--- src/rtl/gnrl_sync_fifo_pkg.sv ---
// Shared FIFO sizing helpers.
// Contents: pointer-width and index-width functions used by the FIFO top.
package gnrl_sync_fifo_pkg;

  // Index width for a power-of-two depth.
  function automatic int unsigned fifo_idx_w(input int unsigned dp);
    return $clog2(dp);
  endfunction

  // Pointer width: index plus one phase bit, so full and empty stay distinguishable.
  function automatic int unsigned fifo_ptr_w(input int unsigned dp);
    return $clog2(dp) + 1;
  endfunction

endpackage

--- src/rtl/gnrl_fifo_ptr.sv ---
// Wrapping FIFO pointer with a phase bit.
// Ports:
//   clk   - clock
//   rst_n - synchronous active-low clear
//   inc   - advance the pointer by one this edge
//   ptr   - pointer value, AW index bits plus phase MSB, wraps modulo 2**(AW+1)
module gnrl_fifo_ptr #(
  parameter int unsigned AW = 2
) (
  input  logic        clk,
  input  logic        rst_n,
  input  logic        inc,
  output logic [AW:0] ptr
);

  localparam int unsigned PW = AW + 1;

  // Natural overflow of the PW-bit register gives the modulo-2*DP wrap.
  always_ff @(posedge clk) begin
    if (!rst_n) begin
      ptr <= '0;
    end else if (inc) begin
      ptr <= ptr + PW'(1);
    end
  end

endmodule

--- src/rtl/gnrl_sync_fifo.sv ---
// Synchronous FIFO with valid/ready handshakes on both sides, one-cycle latency.
// Ports:
//   clk, rst_n     - clock, synchronous active-low reset
//   i_vld/i_rdy    - write handshake, i_dat is write data
//   o_vld/o_rdy    - read handshake, o_dat is the head entry
//   count          - current occupancy, 0..DP
module gnrl_sync_fifo
  import gnrl_sync_fifo_pkg::*;
#(
  parameter int unsigned DW = 32,
  parameter int unsigned DP = 4
) (
  input  logic                 clk,
  input  logic                 rst_n,
  input  logic                 i_vld,
  output logic                 i_rdy,
  input  logic [DW-1:0]        i_dat,
  output logic                 o_vld,
  input  logic                 o_rdy,
  output logic [DW-1:0]        o_dat,
  output logic [$clog2(DP):0]  count
);

  localparam int unsigned AW = fifo_idx_w(DP);
  localparam int unsigned PW = fifo_ptr_w(DP);

  logic [PW-1:0] wr_ptr;
  logic [PW-1:0] rd_ptr;
  logic [DW-1:0] mem [DP];
  logic          full;
  logic          empty;
  logic          push;
  logic          pop;

  // Full/empty come only from registered pointers, so the ready/valid
  // outputs never see the opposite side's handshake inputs.
  always_comb begin
    full  = (wr_ptr[AW-1:0] == rd_ptr[AW-1:0]) && (wr_ptr[AW] != rd_ptr[AW]);
    empty = (wr_ptr == rd_ptr);
    i_rdy = !full;
    o_vld = !empty;
    push  = i_vld && i_rdy;
    pop   = o_vld && o_rdy;
  end

  gnrl_fifo_ptr #(.AW(AW)) u_wr_ptr (
    .clk   (clk),
    .rst_n (rst_n),
    .inc   (push),
    .ptr   (wr_ptr)
  );

  gnrl_fifo_ptr #(.AW(AW)) u_rd_ptr (
    .clk   (clk),
    .rst_n (rst_n),
    .inc   (pop),
    .ptr   (rd_ptr)
  );

  // Storage is deliberately not reset; only pushes write it.
  always_ff @(posedge clk) begin
    if (push) begin
      mem[wr_ptr[AW-1:0]] <= i_dat;
    end
  end

  assign o_dat = mem[rd_ptr[AW-1:0]];

  // Occupancy counter; simultaneous push and pop leaves it unchanged.
  always_ff @(posedge clk) begin
    if (!rst_n) begin
      count <= '0;
    end else if (push && !pop) begin
      count <= count + PW'(1);
    end else if (pop && !push) begin
      count <= count - PW'(1);
    end
  end

endmodule
--- config.mk ---
export PLATFORM = sky130hd
export DESIGN_NAME = gnrl_sync_fifo
export DESIGN_NICKNAME = d
export VERILOG_FILES = /design/src/rtl/gnrl_sync_fifo_pkg.sv /design/src/rtl/gnrl_fifo_ptr.sv /design/src/rtl/gnrl_sync_fifo.sv
export SDC_FILE = /design/constraint.sdc
export NUM_CORES = 1
export LEC_CHECK = 0
export ABC_CLOCK_PERIOD_IN_PS = 3720
export CORE_MARGIN = 2
export CORE_UTILIZATION = 35
export DETAILED_ROUTE_END_ITERATION = 6
export GPL_ROUTABILITY_DRIVEN = 0
export GPL_TIMING_DRIVEN = 0
export PLACE_DENSITY = 0.67
export SYNTH_ARGS = -nofsm -noshare
export SYNTH_HDL_FRONTEND = slang
export SYNTH_SLANG_ARGS = --single-unit
export TNS_END_PERCENT = 1
--- constraint.sdc ---
create_clock -name clk -period 3.72 [get_ports clk]
set_input_delay 0.558 -clock clk [delete_from_list [all_inputs] [get_ports clk]]
set_output_delay 0.558 -clock clk [all_outputs]
set_load 0.05 [all_outputs]
-- Yosys cells after proc, flatten, opt, wreduce, memory -nomap -nowiden
Memory sizes are Yosys's and may differ from the RTL's. A register that Yosys moved wholly into a read port is not among the register bits.
Index checks and enable logic that the tools add are counted.
Widths: inputs -> output; s select.
- add/subtract/negate cells: 4
- equality and inequality tests: 3
- mux-type cells: 6
- reductions and logical operators: 10
- operator list (cell ; count):
    $add 3x1->3 const B ; 3
    $mux 3 ; 2
    $logic_and 1x1->1 ; 5
    $logic_not 1->1 ; 4
    $mux 2 ; 2
    $eq 3x3->1 ; 1
    $sub 3x1->3 const B ; 1
    $eq 2x2->1 ; 1
    $mux 1 ; 2
    $reduce_bool 2->1 ; 1
    $ne 1x1->1 ; 1
- register bits: 9
- RAM bits: 128
- input bits: 36
- output and inout bits: 37
- word-level logic and storage cells: 27
- memories: 1
- memories (memory ; words ; bits a word ; rd ports ; clocked after Yosys merged registers in ; wr ports ; RTL line ; RTL):
    mem ; 4 ; 32 ; 1 ; 1 ; 1 ; gnrl_sync_fifo.sv:29 ; logic [DW-1:0] mem [DP];

-- Logic depth before layout (Yosys ltp)
Gate-level depths: netlist of run 1.
- depth in word-level cells: 8
- mapped depth: 9
- gate-level depth less buffers: 8

-- Hierarchy
Synthesis of run 1 repeated with hierarchy kept, for this count alone.
- cell total of the unflattened synthesis: 219
- area total of the unflattened synthesis: 5167.5 um^2
- by module, submodules not included (module ; instances ; cells each ; area each (um^2) ; sequential area each (um^2)):
    gnrl_sync_fifo ; 1 ; 195 ; 4912.2 ; 3903.7
    gnrl_fifo_ptr ; 2 ; 12 ; 127.6 ; 60.1

-- Worst setup path before layout of run 1
No wires, ideal clock.
- path type: reg2reg
- start point: register u_wr_ptr.ptr[0]
- end point: memory mem[3][0], enable pin
- library setup time: 0.432 ns
- data arrival time: 2.499 ns
- data required time: 3.288 ns
- slack: 0.789 ns
- stages on the path, launching flop included: 4
- path buffers: 0
- period minus slack after synthesis: 2.931 ns
- cell sequence: dfxtp_1 -> xor2_1 -> nor2_1 -> a21oi_1
- word-level cells in the longest chain between the ends: 6
- ends and longest elaborated chain (item ; RTL line ; RTL):
    start, declared ; gnrl_fifo_ptr.sv:13 ; output logic [AW:0] ptr
    start signal, assigned ; gnrl_fifo_ptr.sv:23 ; ptr <= ptr + PW'(1);
    $eq 2x2->1 ; gnrl_sync_fifo.sv:38 ; full = (wr_ptr[AW-1:0] == rd_ptr[AW-1:0]) && (wr_ptr[AW] != rd_ptr[AW]);
    $logic_and 1x1->1 ; gnrl_sync_fifo.sv:38 ;
    $logic_not 1->1 ; gnrl_sync_fifo.sv:40 ; i_rdy = !full;
    $logic_and 1x1->1 ; gnrl_sync_fifo.sv:42 ; push = i_vld && i_rdy;
    $mux 1 ; gnrl_sync_fifo.sv:62 ; if (push) begin
    $mux 1 (implied by the code) ; gnrl_sync_fifo.sv:63 ; mem[wr_ptr[AW-1:0]] <= i_dat;
    end, declared ; gnrl_sync_fifo.sv:29 ;
Parallel ways exist; a longest one is shown, timed or not.

==> flow_summary.rst, run 1 <==
.. list-table::
   :header-rows: 1

   * - Metric
     - Value
   * - Outcome
     - finished clean
   * - Die span in y
     - 127.4 um
   * - Flops & latches, synth
     - 139
   * - Final setup skew
     - 0.008002 ns
   * - Clock transition at the registers of the reported paths
     - 0.06 ns
   * - Post-synth top flop
     - sky130_fd_sc_hd__edfxtp_1
   * - Part of the Yosys area used for sequential elements
     - 0.7628
   * - Cell type contributing the most total cell area after synthesis
     - sky130_fd_sc_hd__edfxtp_1
   * - Critical path buffers and inverters
     - 2
   * - Antenna-violating nets left
     - 0
   * - Post-Route Setup TNS
     - 0 ns
   * - Post-CTS Hold Buffers
     - 0
   * - Summed instance area of the synthesized netlist
     - 5328 um^2
   * - Clock Tree Buf Depth
     - 2
   * - Yosys warnings
     - 0
   * - Starting utilization of the core area
     - 0.3544
   * - Count of cell types in the netlist
     - 33
   * - Switching power share of the total
     - 0.3316
   * - Total power
     - 5.749 mW
   * - Total inserted antenna cells
     - 0
   * - Number of antenna violations at the first check in global routing
     - 0
   * - PD cells
     - 821.6 nW/um^2
   * - Critical path endpoint category
     - output pin
   * - Number of optimization iterations in the first detailed-route pass
     - 4
   * - Critical Path Slowest Stage Cell
     - sky130_fd_sc_hd__clkdlybuf4s50_1
   * - Type of the worst setup path
     - register to output pin
   * - Unrepaired setup endpoints after global routing
     - false
   * - Maximum number of pins on one net before global-route repair
     - 20
   * - Vias
     - 2683
   * - RR Endpoint
     - count[2]
   * - Worst min-delay path category
     - register to register
   * - Setup Buffers After CTS
     - 0
   * - GRT Total Usage
     - 0.1321
   * - Worst-case headroom to the max-slew limit
     - 0.5199
   * - Worst IR drop on VDD
     - 0.3278 mV
   * - Share of flip-flops with an asynchronous set or reset
     - 0
   * - Cts bufs inserted
     - 17
   * - HPWL after DPL
     - 6257 um
   * - Portion of synthesized cell area occupied by the leading cell type
     - 0.7215
   * - Final WS setup
     - around 0.57 ns
   * - Syn Nets
     - 294
   * - Boundary Pins
     - 73
   * - Final WL
     - between 9000 and 10000 um
   * - Length in cells of the worst reg-to-reg path
     - 8
   * - Detailed-route vias per instance
     - around 5
   * - Worst-path maximum fanout
     - 10
   * - Cell count of the worst hold path
     - 2
   * - Number of enable-type register cells in the synthesized netlist
     - 128
   * - Setup Slack @ Placement
     - 0.8704 ns
   * - Post-place instance area
     - 6399 um^2
   * - Total Nets Final
     - about 390
   * - Comb power frac
     - 0.348
   * - Core footprint
     - 15030 um^2
   * - Share of power burned in the clock network
     - 0.292
   * - Row count
     - 45
   * - DR WL/cell
     - 18.04 um
   * - Critical path's largest stage delay
     - 0.83 ns
   * - Internal power
     - 3.843 mW
   * - Power spent charging and discharging nets
     - 1.907 mW
   * - Endpoint arrival time on the critical path
     - 2.59 ns
   * - Share of the cycle needed by the critical path after routing
     - 0.8458
   * - Starting DRT DRC Count
     - 137
   * - Cell at the root of the clock tree
     - sky130_fd_sc_hd__clkbuf_16
   * - FMAX
     - approximately 0.32 GHz
   * - Clock H-tree levels
     - 4
   * - Number of max-capacitance violations reported
     - 0
   * - Area added between synthesis and finish
     - 31.35%
   * - Quantity of gates resized following cts
     - 0
   * - Final setup violation count
     - 0
   * - Dominant cells by area after synthesis
     - sky130_fd_sc_hd__edfxtp_1 (72%), sky130_fd_sc_hd__mux4_2 (14%), sky130_fd_sc_hd__dfxtp_1 (4.1%)
   * - Critical path, cell by cell
     - clkbuf_1 -> mux4_2 -> clkdlybuf4s50_1
   * - Die Span X
     - 127.4 um
   * - Worst-case hold path end point
     - count[2]
   * - Clock latency at the later pin of the worst-skew pair
     - 0.42 ns
   * - Number of global-route vias before repair
     - about 2.8k
   * - Time the worst path needs with I/O delays and setup
     - between 3 and 4 ns
   * - Post-route cell area
     - 6998 um^2
   * - Final Hold Vio Count
     - 0
   * - Mean Syn Cell Area
     - 21.23 um^2
   * - Power share of the sequential group
     - 0.360
   * - Number of max-slew violations in the final report
     - 0
   * - Total clock sinks
     - 139
   * - Area enclosed by the die boundary
     - approximately 16000 um^2
   * - Reg2Reg Setup Slack
     - 1.27 ns
   * - Startpoint of the most critical register-to-register path
     - u_wr_ptr.ptr[0]
   * - P_leak
     - 2.299 nW
   * - Fraction of final layout cells sized beyond drive strength 1
     - 0.2011
   * - Top cell family by delay on the critical path
     - buffers and inverters
   * - PortBufs
     - 71
   * - Global-route congestion overflow total
     - 0
   * - Req. time, crit path
     - roughly 3.2 ns
   * - Startpoint type of the worst setup path
     - register
   * - Measured slew at the worst slew-check pin
     - 0.7201 ns
   * - CTS tree
     - done
   * - Total DRC errors in the routed layout
     - 0
   * - Start point of the worst min-delay path
     - count[2]
   * - Gate Count Post-Synth
     - roughly 250
   * - Wire length of the first global-routing pass
     - 15580 um
[worst max path at each step]
stage | from | to | slack [ns] | depth (start not counted)
2_1_floorplan | u_wr_ptr.ptr[0] | mem[3][0] | 0.79 | 3
3_3_place_gp | i_vld | mem[3][3] | -1.01 | 3
3_5_place_dp | i_vld | count[2] | 0.87 | 9
4_1_cts | register | o_dat[24] | 0.49 | 3
5_1_grt | register | o_dat[18] | 0.41 | 3
6_report | register | o_dat[31] | 0.57 | 3
[Yosys cell counts, types with 3 or more instances]
| cell type | n |
|---|---|
| sky130_fd_sc_hd__a21oi_1 | 4 |
| sky130_fd_sc_hd__inv_1 | 6 |
| sky130_fd_sc_hd__and2_1 | 4 |
| sky130_fd_sc_hd__ha_1 | 6 |
| sky130_fd_sc_hd__nand3b_1 | 4 |
| sky130_fd_sc_hd__a211o_1 | 4 |
| sky130_fd_sc_hd__mux4_2 | 32 |
| sky130_fd_sc_hd__dfxtp_1 | 11 |
| sky130_fd_sc_hd__xor2_1 | 5 |
| sky130_fd_sc_hd__nand2_1 | 5 |
| sky130_fd_sc_hd__nand3_1 | 3 |
| sky130_fd_sc_hd__buf_2 | 4 |
| sky130_fd_sc_hd__o21ai_0 | 5 |
| sky130_fd_sc_hd__edfxtp_1 | 128 |
| sky130_fd_sc_hd__xnor2_1 | 3 |
| sky130_fd_sc_hd__clkbuf_1 | 3 |
| sky130_fd_sc_hd__nor2_1 | 3 |
[tightest hold or removal path: cells and delay by family (launching register included)]
family / cells / cell delay [ns]
AO/OA/AOI/OAI: 2 / 0.14
flip-flops: 1 / 0.32
[state kept, by name, indices dropped and copies added (netlist names), named ones only]
register      cells
count             3
mem             128
u_wr_ptr.ptr      3
u_rd_ptr.ptr      3
[metrics by stage]
stage               utilization  cells  hold WS, ns
global route             0.4655    546       0.5400
global placement         0.4173    510       0.4739
CTS                      0.4655    546       0.5059
floorplan                     -    251       0.5067
finish                   0.4655    546       0.5046
detailed placement       0.4256    514       0.4909
[placed cells by master, fill, tap and decap left out, drive strengths merged, types with 3 or more instances in the layout]
cell type	instances
nand2	5
inv	6
and2	4
edfxtp	128
o21ai	5
a21oi	4
clkdlybuf4s50	71
xor2	5
nand3b	4
bufinv	3
a211o	4
nor2	3
buf	10
dfxtp	11
nand3	3
ha	6
clkbuf	30
xnor2	3
mux4	32
[power groups by stage]
stage,Clock (mW),Sequential [mW],Combinational (mW)
6_report,1.68,2.07,2.00
2_1_floorplan,0,2.13,1.31
5_1_grt,1.78,2.09,2.12
3_3_place_gp,0,2.10,1.94
3_5_place_dp,0,2.10,2.02
4_1_cts,1.72,2.07,2.03
[cells by family (layout without fill, tap and decap cells)]
family	after synthesis	count (layout)	synth area share
AOI/OAI and AO/OA	22	22	0.02795
xor gates and xnor gates	8	8	0.01315
adders and majority gates	7	7	0.01785
buffers and inverters	16	123	0.01433
DFF	139	139	0.7628
muxes	33	33	0.1372
and+or+nand+nor	26	26	0.02677
[per-layer routing]
metal / wire (um) / GRT usage / vias up
met4: 206 / 0.06012 / 0
met5: 0 / 0 / -
met2: 4858 / 0.2076 / 71
met1: 4236 / 0.1649 / 1367
li1: - / - / 1228
met3: 548 / 0.04732 / 17
[layout make-up]
type	instances	area [um^2]
fill	1270	8035
sequential	139	4064
multi-input combinational	96	1202
timing repair buffer	75	820.8
clock buffer	26	489.2
tap	188	235.2
clock inverter	6	110.1
buffer	10	53.80
inverter	6	22.52
Note: power is estimated with default switching activity, not from simulation.
==> run 2, diff against run 1 <==
- ABC_CLOCK_PERIOD_IN_PS: 3720 -> 2900
- clock period: 3.72 -> 2.9 ns (I/O delays scaled with it)
==> run 2 against run 1 <==
Compared with the run above: combinational power increased by 23%; critical path type unchanged; sequential share of layout area about the same; sequential power increased by 28%; clock power increased by 27%; worst setup slack got worse by 0.39 ns; final cell count unchanged; critical path depth increased by 1.
==> flow_summary.rst, run 2 (synthesis gave the netlist of run 1 again) <==
.. list-table::
   :header-rows: 1

   * - Metric
     - Value
   * - FMAX
     - 0.3686 GHz
   * - CTS tree
     - done
   * - Worst IR drop on VDD
     - 0.5022 mV (+53%)
   * - Post-CTS Hold Buffers
     - 0 (unchanged)
   * - Clock H-tree levels
     - 4 (unchanged)
   * - Max reg flops
     - 128 (unchanged)
   * - Area enclosed by the die boundary
     - 16220 um^2 (unchanged)
   * - Worst-case hold path end point
     - count[2]
   * - Measured slew at the worst slew-check pin
     - 0.7706 ns (+0.05049 ns)
   * - Reg2Reg Setup Slack
     - 0.47 ns (-0.80 ns)
   * - Cell count of the worst hold path
     - 2 (unchanged)
   * - Req. time, crit path
     - 2.47 ns (-0.69 ns)
   * - Final WL
     - 9767 um (-0.83%)
   * - Total DRC errors in the routed layout
     - 0 (unchanged)
   * - DR WL/cell
     - 17.89 um (-0.83%)
   * - Cts bufs inserted
     - 17 (unchanged)
   * - Type of the worst setup path
     - register to output pin
   * - Clock transition at the registers of the reported paths
     - 0.06 ns (about the same)
   * - Clock latency at the later pin of the worst-skew pair
     - 0.42 ns (about the same)
   * - Final WS setup
     - 0.1872 ns (-0.3862 ns)
   * - Startpoint type of the worst setup path
     - register
   * - PD cells
     - 1037 nW/um^2 (+26%)
   * - Clock Tree Buf Depth
     - 2 (unchanged)
   * - Commonest cells after routing, fill and taps aside
     - sky130_fd_sc_hd__edfxtp_1 (128), sky130_fd_sc_hd__clkdlybuf4s50_1 (39), sky130_fd_sc_hd__mux4_2 (32), sky130_fd_sc_hd__dlygate4sd2_1 (20), sky130_fd_sc_hd__clkbuf_16 (17)
   * - PortBufs
     - 71 (unchanged)
   * - Number of optimization iterations in the first detailed-route pass
     - 5 (+1)
   * - Share of the cycle needed by the critical path after routing
     - 0.9354
   * - Final setup skew
     - 0.01159 ns (+0.003590 ns)
   * - Die span in y
     - 127.4 um (unchanged)
   * - Fraction of final layout cells sized beyond drive strength 1
     - 0.2123 (+0.01117)
   * - Worst min-delay path category
     - register to register
   * - Starting DRT DRC Count
     - 196 (+43%)
   * - Number of max-slew violations in the final report
     - 0 (unchanged)
   * - Number of max-capacitance violations reported
     - 0 (unchanged)
   * - Area added between synthesis and finish
     - 31.28% (about the same)
   * - RR Endpoint
     - count[2]
   * - Maximum number of pins on one net before global-route repair
     - 18 (-10%)
   * - Detailed-route vias per instance
     - 4.980 (+1.3%)
   * - Global-route congestion overflow total
     - 0 (unchanged)
   * - Vias
     - 2719 (+1.3%)
   * - Final Hold Vio Count
     - 0 (unchanged)
   * - Number of antenna violations at the first check in global routing
     - 0 (unchanged)
   * - HPWL after DPL
     - 6292 um (+0.56%)
   * - Setup Slack @ Placement
     - 0.1536 ns (-0.7168 ns)
   * - Outcome
     - finished clean
   * - P_leak
     - 2.432 nW (+5.8%)
   * - Number of global-route vias before repair
     - 2905 (+2.7%)
   * - Wire length of the first global-routing pass
     - 15560 um (-0.13%)
   * - Time the worst path needs with I/O delays and setup
     - approximately 2.7 ns
   * - Startpoint of the most critical register-to-register path
     - u_wr_ptr.ptr[2]
   * - Length in cells of the worst reg-to-reg path
     - 8 (unchanged)
   * - Total inserted antenna cells
     - 0 (unchanged)
   * - Start point of the worst min-delay path
     - count[2]
   * - Endpoint arrival time on the critical path
     - 2.28 ns (-0.31 ns)
   * - Unrepaired setup endpoints after global routing
     - false
   * - Final setup violation count
     - 0 (unchanged)
   * - Boundary Pins
     - 73 (unchanged)
   * - Starting utilization of the core area
     - 0.3544 (unchanged)
   * - Antenna-violating nets left
     - 0 (unchanged)
   * - Total Nets Final
     - 388 (unchanged)
   * - GRT Total Usage
     - 0.1326 (+0.0005292)
   * - Most common library cell in the layout ignoring fill and taps
     - sky130_fd_sc_hd__edfxtp_1
   * - Worst-path maximum fanout
     - 10 (unchanged)
   * - Worst-case headroom to the max-slew limit
     - 0.4851 (-0.03480)
   * - Critical path endpoint category
     - output pin
   * - Row count
     - 45 (unchanged)
   * - Core footprint
     - 15030 um^2 (unchanged)
   * - Final Core Density
     - 0.4653 (about the same)
   * - Total clock sinks
     - 139 (unchanged)
   * - Total power
     - 7.251 mW (+26%)
   * - Die Span X
     - 127.4 um (unchanged)
   * - Cell at the root of the clock tree
     - sky130_fd_sc_hd__clkbuf_16
run 2: cell type report:
| cell class | instances | area [um^2] |
|---|---|---|
| repair buffers | 75 | 825.8 |
| clock inverters | 13 | 150.1 |
| plain buffers | 10 | 61.31 |
| inverters | 6 | 22.52 |
| fillers | 1270 | 8039 |
| flip-flops and latches | 139 | 4064 |
| well taps | 188 | 235.2 |
| clock buffers | 19 | 432.9 |
| multi-input cells | 96 | 1202 |
run 2: metal layers:
metal	track usage	vias up	part of all wire
li1	-	1224	-
met1	0.1713	1398	0.45
met2	0.2023	83	0.47
met3	0.04397	14	0.055
met4	0.06529	0	0.023
met5	0	-	0
run 2: worst max-delay path by stage:
stage               startpoint   endpoint  cells past startpoint
2_1_floorplan  u_wr_ptr.ptr[0]  mem[3][0]                      3
3_3_place_gp   u_wr_ptr.ptr[0]  mem[3][3]                      3
3_5_place_dp             i_vld   count[2]                      9
4_1_cts               register   o_dat[4]                      4
5_1_grt               register  o_dat[16]                      4
6_report              register  o_dat[16]                      4
run 2: repair_timing:
action	in CTS	in global routing
setup buffers	0	0
endpoints found under the setup margin	30	12
resized for setup	24	12
gates cloned	0	0
run 2: per-stage QoR:
stage	instances	area, um^2	hold slack, ns	setup TNS [ns]
after detailed placement	514	6399	0.4778	0
final	546	6994	0.4842	0
after CTS	546	6964	0.4865	-0.02520
after floorplan	251	5331	0.5067	0
after global routing	546	6994	0.5371	0
after global placement	510	6277	0.4791	-48.59
run 2: critical path, stage by stage, from the launching register on:
cell and delay, ns:
sky130_fd_sc_hd__dfxtp_1 0.30, sky130_fd_sc_hd__buf_2 0.16, sky130_fd_sc_hd__buf_2 0.36, sky130_fd_sc_hd__mux4_2 0.58
sky130_fd_sc_hd__dlygate4sd2_1 0.45
run 2: power breakdown:
group	total, mW	internal [mW]	switching [mW]
Sequential	2.65	2.55	0.0996
Combinational	2.47	0.866	1.61
Clock	2.13	1.34	0.787
Total	7.25	4.76	2.49
==> run 3, diff against run 2 <==
- ABC_AREA: unset -> 0
- ABC_CLOCK_PERIOD_IN_PS: 2900 -> 2690
- clock period: 2.9 -> 2.69 ns (I/O delays scaled with it)
==> run 3 against run 2 <==
Compared with the run above: critical path depth is the same; total power increased by 7.2%; non-clock buffer count is the same; largest power group unchanged; utilization is 0.22 points lower.
==> flow_summary.rst, run 3 (synthesis gave the netlist of run 1 again) <==
.. list-table::
   :header-rows: 1

   * - Metric
     - Value
   * - Number of max-slew violations in the final report
     - 0 (unchanged)
   * - Fraction of final layout cells sized beyond drive strength 1
     - 0.2179 (+0.005587)
   * - Clock latency at the later pin of the worst-skew pair
     - 0.42 ns (about the same)
   * - Die span in y
     - 127.4 um (unchanged)
   * - PortBufs
     - 71 (unchanged)
   * - Final hold slack
     - 0.4841 ns (-0.00007000 ns)
   * - Length in cells of the worst reg-to-reg path
     - 8 (unchanged)
   * - End point of the critical path
     - o_dat[29]
   * - Start point of the worst min-delay path
     - count[2]
   * - Startpoint of the most critical register-to-register path
     - u_wr_ptr.ptr[0]
   * - Reg2Reg Setup Slack
     - 0.24 ns (-0.23 ns)
   * - Worst min-delay path category
     - register to register
   * - Clock H-tree levels
     - 4 (unchanged)
   * - Unrepaired setup endpoints after global routing
     - false
   * - Worst-case headroom to the max-slew limit
     - 0.4872 (+0.002078)
   * - Maximum number of pins on one net before global-route repair
     - 18 (unchanged)
   * - Placed Cells incl. Taps
     - 514 (unchanged)
   * - Measured slew at the worst slew-check pin
     - 0.7675 ns (-0.003110 ns)
   * - Row count
     - 45 (unchanged)
   * - DR WL/cell
     - 17.84 um (-0.29%)
   * - Total clock sinks
     - 139 (unchanged)
   * - Total Nets Final
     - 388 (unchanged)
   * - Number of global-route vias before repair
     - 2907 (+0.069%)
   * - Final non-filler cell total
     - 546 (unchanged)
   * - Boundary Pins
     - 73 (unchanged)
   * - Total DRC errors in the routed layout
     - 0 (unchanged)
   * - Core footprint
     - 15030 um^2 (unchanged)
   * - Detailed-route vias per instance
     - 4.947 (-0.66%)
   * - Setup Slack @ Placement
     - -0.02486 ns (-0.1785 ns)
   * - RR Endpoint
     - count[2]
   * - Startpoint type of the worst setup path
     - register
   * - FMAX
     - roughly 0.39 GHz
   * - Share of the cycle needed by the critical path after routing
     - 0.9574
   * - Endpoint arrival time on the critical path
     - 2.17 ns (-0.11 ns)
   * - Setup Buffers After CTS
     - 0 (unchanged)
   * - Vias
     - 2701 (-0.66%)
   * - Max reg flops
     - 128 (unchanged)
   * - Critical path, cell by cell
     - buf_2 -> buf_4 -> mux4_2 -> dlygate4sd2_1
   * - Final Hold Vio Count
     - 0 (unchanged)
   * - Critical path endpoint category
     - output pin
   * - Clock Tree Buf Depth
     - 2 (unchanged)
   * - Starting utilization of the core area
     - 0.3544 (unchanged)
   * - Wire length of the first global-routing pass
     - 15620 um (+0.40%)
   * - Req. time, crit path
     - 2.29 ns (-0.18 ns)
   * - GRT Total Usage
     - 0.1331 (+0.0005464)
   * - Number of antenna violations at the first check in global routing
     - 0 (unchanged)
   * - Final WL
     - 9739 um (-0.29%)
   * - Critical Path Slowest Stage Cell
     - sky130_fd_sc_hd__mux4_2
   * - Worst IR drop on VDD
     - 0.5402 mV (+7.6%)
   * - HPWL after DPL
     - 6292 um (unchanged)
   * - Outcome
     - finished clean
   * - Final WS setup
     - 0.1146 ns (-0.07265 ns)
   * - Commonest cells after routing, fill and taps aside
     - sky130_fd_sc_hd__edfxtp_1 (128), sky130_fd_sc_hd__clkdlybuf4s50_1 (39), sky130_fd_sc_hd__mux4_2 (32), sky130_fd_sc_hd__dlygate4sd2_1 (32), sky130_fd_sc_hd__clkbuf_16 (17)
   * - Antenna-violating nets left
     - 0 (unchanged)
   * - Final setup skew
     - 0.01104 ns (-0.0005529 ns)
   * - Clock transition at the registers of the reported paths
     - 0.06 ns (about the same)
   * - Most common library cell in the layout ignoring fill and taps
     - sky130_fd_sc_hd__edfxtp_1
   * - Cell at the root of the clock tree
     - sky130_fd_sc_hd__clkbuf_16
   * - Die Span X
     - 127.4 um (unchanged)
   * - Number of optimization iterations in the first detailed-route pass
     - 5 (unchanged)
   * - Final setup violation count
     - 0 (unchanged)
   * - Critical path's largest stage delay
     - 0.56 ns (-0.02 ns)
   * - Cts bufs inserted
     - 17 (unchanged)
   * - P_leak
     - 2.349 nW (-3.4%)
   * - Post-place instance area
     - 6399 um^2 (unchanged)
   * - Starting DRT DRC Count
     - 183 (-6.6%)
   * - Global-route congestion overflow total
     - 0 (unchanged)
   * - Type of the worst setup path
     - register to output pin
   * - Total inserted antenna cells
     - 0 (unchanged)
   * - Area added between synthesis and finish
     - 30.65%
   * - Post-CTS Hold Buffers
     - 0 (unchanged)
   * - Area enclosed by the die boundary
     - 16220 um^2 (unchanged)
   * - Time the worst path needs with I/O delays and setup
     - around 2.6 ns
   * - CTS tree
     - done
   * - Number of max-capacitance violations reported
     - 0 (unchanged)
   * - PD cells
     - 1116 nW/um^2 (+7.7%)
   * - Post-route cell area
     - 6960 um^2 (-0.48%)
   * - Worst-path maximum fanout
     - 10 (unchanged)
[run 3: changes by cell type in the layout (fill, tap and decap cells not counted)]
cell	previous run	this run
sky130_fd_sc_hd__dlymetal6s2s_1	12	0
sky130_fd_sc_hd__clkbuf_1	4	3
sky130_fd_sc_hd__buf_2	3	2
sky130_fd_sc_hd__buf_4	2	3
sky130_fd_sc_hd__xor2_1	5	4
sky130_fd_sc_hd__xor2_2	0	1
sky130_fd_sc_hd__clkbuf_2	1	2
sky130_fd_sc_hd__dlygate4sd2_1	20	32
[run 3: timing repair]
action,in CTS,in global routing
endpoints found under the hold margin,0,0
resized for setup,38,1
setup endpoints to repair,32,2
[run 3: power breakdown]
part / internal [mW] / switching (mW)
clock: 1.45 / 0.846
combinational: 0.889 / 1.73
sequential: 2.75 / 0.111
[run 3: worst max-delay path: cells and delay by family (launching register included)]
kind | cells | cell delay (ns)
buf+inv | 3 | 0.90
mux | 1 | 0.56
flops | 1 | 0.30
[run 3: routing by layer]
layer / GRT usage / up-vias / share of wire
li1: - / 1222 / -
met1: 0.1724 / 1387 / 0.45
met2: 0.2026 / 78 / 0.47
met3: 0.04439 / 14 / 0.054
met4: 0.06529 / 0 / 0.023
met5: 0 / - / 0
[run 3: worst min path at each step]
| stage | depth (start not counted) | end | slack [ns] |
|---|---|---|---|
| finish | 2 | count[2] | 0.48 |
| global route | 2 | count[2] | 0.54 |
| CTS | 3 | register | 0.48 |
| detailed placement | 2 | count[2] | 0.48 |
| global placement | 2 | count[2] | 0.48 |
| floorplan | 0 | mem[0][0] | 0.50 |
[run 3: area by class of cell]
class,count,area [um^2]
Fill cell,1278,8073
Sequential cell,139,4064
Multi-Input combinational cell,96,1210
Timing Repair Buffer,75,780.7
Clock buffer,19,432.9
Tap cell,188,235.2
Clock inverter,13,150.1
Buffer,10,65.06
Inverter,6,22.52
[run 3: stage by stage]
step                total power [mW]   TNS, ns    util
finish                         7.771         0  0.4630
global route                   8.130         0  0.4630
CTS                            7.871         0  0.4625
detailed placement             5.717  -0.02486  0.4256
global placement               5.595    -72.44  0.4176
floorplan                      4.757         0       -
